### src/rtl/div32_iter.sv
// Iterative restoring divider with RISC-V DIV/DIVU/REM/REMU semantics.
// One quotient bit per cycle; divide-by-zero and signed overflow finish in one cycle.
module div32_iter #(
  parameter int WIDTH = 32
) (
  input  logic             i_clk,
  input  logic             i_rst_n,
  input  logic             i_start,
  input  logic [WIDTH-1:0] i_srca,
  input  logic [WIDTH-1:0] i_srcb,
  input  logic [1:0]       i_divcontrol,
  output logic             o_busy,
  output logic             o_done,
  output logic [WIDTH-1:0] o_result
);

  localparam int CW = $clog2(WIDTH);

  typedef enum logic [1:0] {S_IDLE, S_RUN, S_DONE} state_t;

  state_t           r_state;
  logic [1:0]       r_op;
  logic             r_neg_a;
  logic             r_neg_b;
  logic [WIDTH-1:0] r_rem;
  logic [WIDTH-1:0] r_quo;
  logic [WIDTH-1:0] r_dvs;
  logic [CW-1:0]    r_cnt;

  logic             w_signed;
  logic             w_neg_a;
  logic             w_neg_b;
  logic [WIDTH-1:0] w_mag_a;
  logic [WIDTH-1:0] w_mag_b;
  logic             w_div0;
  logic             w_ovf;
  logic [WIDTH:0]   w_shift;
  logic [WIDTH:0]   w_trial;
  logic [WIDTH-1:0] w_rem_nx;
  logic [WIDTH-1:0] w_quo_nx;
  logic [WIDTH-1:0] w_q_fix;
  logic [WIDTH-1:0] w_r_fix;
  logic [WIDTH-1:0] w_fin;

  assign w_signed = ~i_divcontrol[0];
  assign w_neg_a  = w_signed & i_srca[WIDTH-1];
  assign w_neg_b  = w_signed & i_srcb[WIDTH-1];
  // Negating the most negative value yields itself, which reads as 2^(WIDTH-1) unsigned.
  assign w_mag_a  = w_neg_a ? -i_srca : i_srca;
  assign w_mag_b  = w_neg_b ? -i_srcb : i_srcb;
  assign w_div0   = (i_srcb == '0);
  assign w_ovf    = w_signed & (i_srca == {1'b1, {(WIDTH-1){1'b0}}}) & (i_srcb == '1);

  // The partial remainder is always below the divisor, so only the shifted value needs the extra bit.
  assign w_shift  = {r_rem, r_quo[WIDTH-1]};
  assign w_trial  = w_shift - {1'b0, r_dvs};
  assign w_rem_nx = w_trial[WIDTH] ? w_shift[WIDTH-1:0] : w_trial[WIDTH-1:0];
  assign w_quo_nx = {r_quo[WIDTH-2:0], ~w_trial[WIDTH]};

  assign w_q_fix  = (r_neg_a ^ r_neg_b) ? -w_quo_nx : w_quo_nx;
  assign w_r_fix  = r_neg_a ? -w_rem_nx : w_rem_nx;
  assign w_fin    = r_op[1] ? w_r_fix : w_q_fix;

  always_ff @(posedge i_clk or negedge i_rst_n) begin
    if (!i_rst_n) begin
      r_state  <= S_IDLE;
      r_op     <= '0;
      r_neg_a  <= 1'b0;
      r_neg_b  <= 1'b0;
      r_rem    <= '0;
      r_quo    <= '0;
      r_dvs    <= '0;
      r_cnt    <= '0;
      o_busy   <= 1'b0;
      o_done   <= 1'b0;
      o_result <= '0;
    end else begin
      case (r_state)
        S_IDLE: begin
          o_done <= 1'b0;
          if (i_start) begin
            r_op    <= i_divcontrol;
            r_neg_a <= w_neg_a;
            r_neg_b <= w_neg_b;
            o_busy  <= 1'b1;
            if (w_div0) begin
              o_result <= i_divcontrol[1] ? i_srca : '1;
              o_done   <= 1'b1;
              r_state  <= S_DONE;
            end else if (w_ovf) begin
              o_result <= i_divcontrol[1] ? '0 : {1'b1, {(WIDTH-1){1'b0}}};
              o_done   <= 1'b1;
              r_state  <= S_DONE;
            end else begin
              r_quo   <= w_mag_a;
              r_dvs   <= w_mag_b;
              r_rem   <= '0;
              r_cnt   <= CW'(WIDTH-1);
              r_state <= S_RUN;
            end
          end
        end
        S_RUN: begin
          r_rem <= w_rem_nx;
          r_quo <= w_quo_nx;
          if (r_cnt == '0) begin
            o_result <= w_fin;
            o_done   <= 1'b1;
            r_state  <= S_DONE;
          end else begin
            r_cnt <= r_cnt - CW'(1);
          end
        end
        S_DONE: begin
          o_done  <= 1'b0;
          o_busy  <= 1'b0;
          r_state <= S_IDLE;
        end
        default: begin
          o_done  <= 1'b0;
          o_busy  <= 1'b0;
          r_state <= S_IDLE;
        end
      endcase
    end
  end

endmodule
### config.mk
export PLATFORM = sky130hd
export DESIGN_NAME = div32_iter
export DESIGN_NICKNAME = d
export VERILOG_FILES = /design/src/rtl/div32_iter.sv
export SDC_FILE = /design/constraint.sdc
export NUM_CORES = 1
export LEC_CHECK = 0
export ABC_AREA = 1
export CAP_MARGIN = 10
export CORE_MARGIN = 3
export CORE_UTILIZATION = 45
export DETAILED_ROUTE_END_ITERATION = 10
export GPL_ROUTABILITY_DRIVEN = 0
export HOLD_SLACK_MARGIN = 0.12
export PLACE_DENSITY = 0.63
export SYNTH_ARGS = -nofsm -noshare
export SYNTH_HDL_FRONTEND = slang
export SYNTH_SLANG_ARGS = --single-unit
### constraint.sdc
create_clock -name i_clk -period 5.03 [get_ports i_clk]
set_input_delay 1.006 -clock i_clk [delete_from_list [all_inputs] [get_ports i_clk]]
set_output_delay 1.006 -clock i_clk [all_outputs]
set_load 0.02 [all_outputs]
==> results of run 1 <==
[state kept, by name, summed over array words and instances, names as in the netlist]
signal / flops
o_busy: 1
o_result: 32
r_cnt: 5
r_op: 1
r_quo: 32
o_done: 1
r_state: 2
r_rem: 32
r_neg_a: 1
r_neg_b: 1
r_dvs: 32
[final cells by class]
type	instances	area [um2]	share of cell area, %
Clock buffer	17	425	2.89
Clock inverter	15	189	1.28
Inverter	291	1090	7.43
Multi-Input combinational cell	1524	7860	53.4
Sequential cell	140	3500	23.8
Tap cell	372	465	3.16
Timing Repair Buffer	121	1180	8.01
[per-stage QoR]
step | util [%] | worst slack (ns) | hold slack [ns]
3_3_place_gp | 51.4 | 0.555 | 0.468
3_5_place_dp | 51.4 | 0.528 | 0.465
4_1_cts | 53.6 | 0.463 | 0.472
6_report | 53.7 | 0.531 | 0.466
2_1_floorplan | - | 0.836 | 0.453
5_1_grt | 53.7 | 0.0775 | 0.485
[layer usage]
metal	track usage, %	part of all wire, %	up-vias
met4	8.14	2.3	0
met2	43.3	45	495
met3	3.34	6.5	57
li1	-	-	6668
met1	39.0	46	6225
met5	0	0	-
[cells in the mapped netlist (all sizes together) (17+ instances only)]
library cell  instances
a21oi                84
buf                  17
clkbuf               44
dfrtp               140
ha                   39
inv                 285
nand2               631
nand3               130
nand4                39
nor2                219
nor3                 40
o21ai               164
o221ai               19
xnor2                23
xor2                 51
[what timing repair did]
| item | CTS | global route |
|---|---|---|
| endpoints found under the setup margin | 0 | 4 |
| gates resized for setup | 0 | 2 |
| hold buffers | 0 | 0 |
[kinds of logic after synthesis]
group                      share of synthesized area, %
and+or+nand+nor                                    37.8
buffers and inverters                              10.9
AOI/OAI and AO/OA                                  14.7
DFF                                                27.5
xor gates and xnor gates                           5.09
adders and majority gates                          3.99
[worst max path at each step]
| stage | from | endpoint | slack [ns] | cells past startpoint |
|---|---|---|---|---|
| 3_5_place_dp | i_srca[0] | o_result[18]$_DFFE_PN0P_ | 0.53 | 15 |
| 6_report | r_quo[31]$_DFFE_PN0P_ | o_result[28]$_DFFE_PN0P_ | 0.53 | 35 |
| 5_1_grt | r_quo[31]$_DFFE_PN0P_ | o_result[28]$_DFFE_PN0P_ | 0.08 | 35 |
| 3_3_place_gp | i_srcb[0] | o_result[18]$_DFFE_PN0P_ | 0.56 | 17 |
| 4_1_cts | r_quo[31]$_DFFE_PN0P_ | o_result[28]$_DFFE_PN0P_ | 0.46 | 35 |
| 2_1_floorplan | r_quo[31]$_DFFE_PN0P_ | o_result[28]$_DFFE_PN0P_ | 0.84 | 37 |
[worst reg2reg max path: cells and delay by family (launching register included)]
family | cells | cell delay [ns]
buffers and inverters | 6 | 0.48
AND/OR/NAND/NOR | 23 | 2.47
flip-flops | 1 | 0.34
AO/OA/AOI/OAI | 3 | 0.34
adder cells (fa/ha/maj) | 3 | 0.78
==> results_dict.tcl, run 1 <==
set metrics [dict create \
    reg2reg_to "o_result[28]$_DFFE_PN0P_" \
    drive_above_1_share_pct 7.12 \
    drt-vias-per-instance 5.42 \
    antenna_found_initial 1 \
    synth_top_area_cell "dfrtp_1" \
    grt_overflow 0 \
    ys_async_sr_fraction_pct 100 \
    hold_viol_final 0 \
    crit_type "reg -> reg" \
    syn_to_final_growth_pct 15.6 \
    grt_pass1_wl_mm 66.6 \
    cts_tree "built" \
    post_cts_buffers 0 \
    finalClockSkew_ns 0.0133 \
    slowest_delay_ns 0.40 \
    crit_path_end_kind "flip-flop" \
    final_cell_mix "588 x nand2_1, 275 x inv_1, 204 x nor2_1" \
    cts_inserted_buffers 17 \
    port_buffers 102 \
    timing.final.crit_share_pct 89.4 \
    rr_startpoint "r_quo[31]$_DFFE_PN0P_" \
    setup_viol 0 \
    hpwlAfterDp_mm 32.9 \
    finalMaxSlewViolations 0 \
    diodes 0 \
    wl_per_cell_um 16.8 \
    dpl-instance-area_mm2 0.0141 \
    chipHeight_um 174 \
    synth_cell_types 54 \
    cp-start-kind "flip-flop" \
    reg2reg_slack_ns 0.53 \
    clock_sinks 140 \
    rr_worst_depth 35 \
    placed_cells 2448 \
    synth-main-ff-cell "dfrtp_1" \
    cpMaxStageDelayCell "fa_1" \
    nNetsFinal 2204 \
    critPathBufInv 6 \
    grt_pass1_vias 12400 \
    avgSynthCellArea_um2 6.31 \
    clkTransAtPathRegs_ns 0.06 \
    ys_seq_area_share_pct 27.5 \
    fin_tns_setup_ns 0 \
    die_area_mm2 0.0303 \
    drc 0 \
    synth_fp_nets 2125 \
    pin_count 103 \
    grt_usage_pct 27.3 \
    die_w_um 174 \
    crit_arrival_ns 4.85 \
    max-cap-violations 0 \
    path_common_cell "nand2_1" \
    required_ns 5.38 \
    wl_mm 41.7 \
    final_area_mm2 0.0147 \
    synth_area_leaders "dfrtp_1 28%, nand2_1 17%, inv_1 8.1%" \
    rsz0062_at_grt "false" \
    firstDrtPassIters 7 \
    ys_ff_latch 140 \
    core_mm2 0.0274 \
    vias 13400 \
    grt_max_degree 64 \
    netlist_area_mm2 0.0127 \
    crit_family "simple AND/OR/NAND/NOR gates" \
    htreeDepth 4 \
    yosys_warnings 0 \
    period_minus_slack_ns 4.50 \
    hp-class "in -> async" \
    start_util_pct 46.4 \
    status "completed" \
    worst_pin_slew_ns 0.819 \
    final_common_cell "nand2_1" \
    rows 60 \
    synth_top_area_share_pct 27.5 \
    drtIter0Drc 1314 \
    cts_buffer_depth 2 \
    syn_inst 2016 \
    clk_latency_ns 0.44 \
    root_buffer "clkbuf_16" \
    max_slew_margin_pct 45.3 \
    final_cells 2480 \
    synth_edf_count 0 \
    max_freq_mhz 222 \
    ant_nets 0 \
    critPathMaxFanout 9 \
    nFillCells 2783 \
]
Power of run 1 is not shown: default switching activity piles up to over one toggle a cycle in this logic, so the estimate is an artifact.
==> run 2: changes to the inputs <==
--- a/config.mk
+++ b/config.mk
@@ -16,3 +16,4 @@
 export SYNTH_ARGS = -nofsm -noshare
 export SYNTH_HDL_FRONTEND = slang
 export SYNTH_SLANG_ARGS = --single-unit
+export TNS_END_PERCENT = 1
==> results of run 2 <==
The final DEF is identical to that of run 1; final timing and power are the same.
Power of run 2 is left out for the same reason.
==> run 3: changes to the inputs <==
--- a/config.mk
+++ b/config.mk
@@ -6,7 +6,7 @@
 export NUM_CORES = 1
 export LEC_CHECK = 0
 export ABC_AREA = 1
-export CAP_MARGIN = 10
+export CAP_MARGIN = 20
 export CORE_MARGIN = 3
 export CORE_UTILIZATION = 45
 export DETAILED_ROUTE_END_ITERATION = 10
==> results of run 3 <==
The final DEF is identical to that of run 1; final timing and power are the same.
Power of run 3 is left out for the same reason.
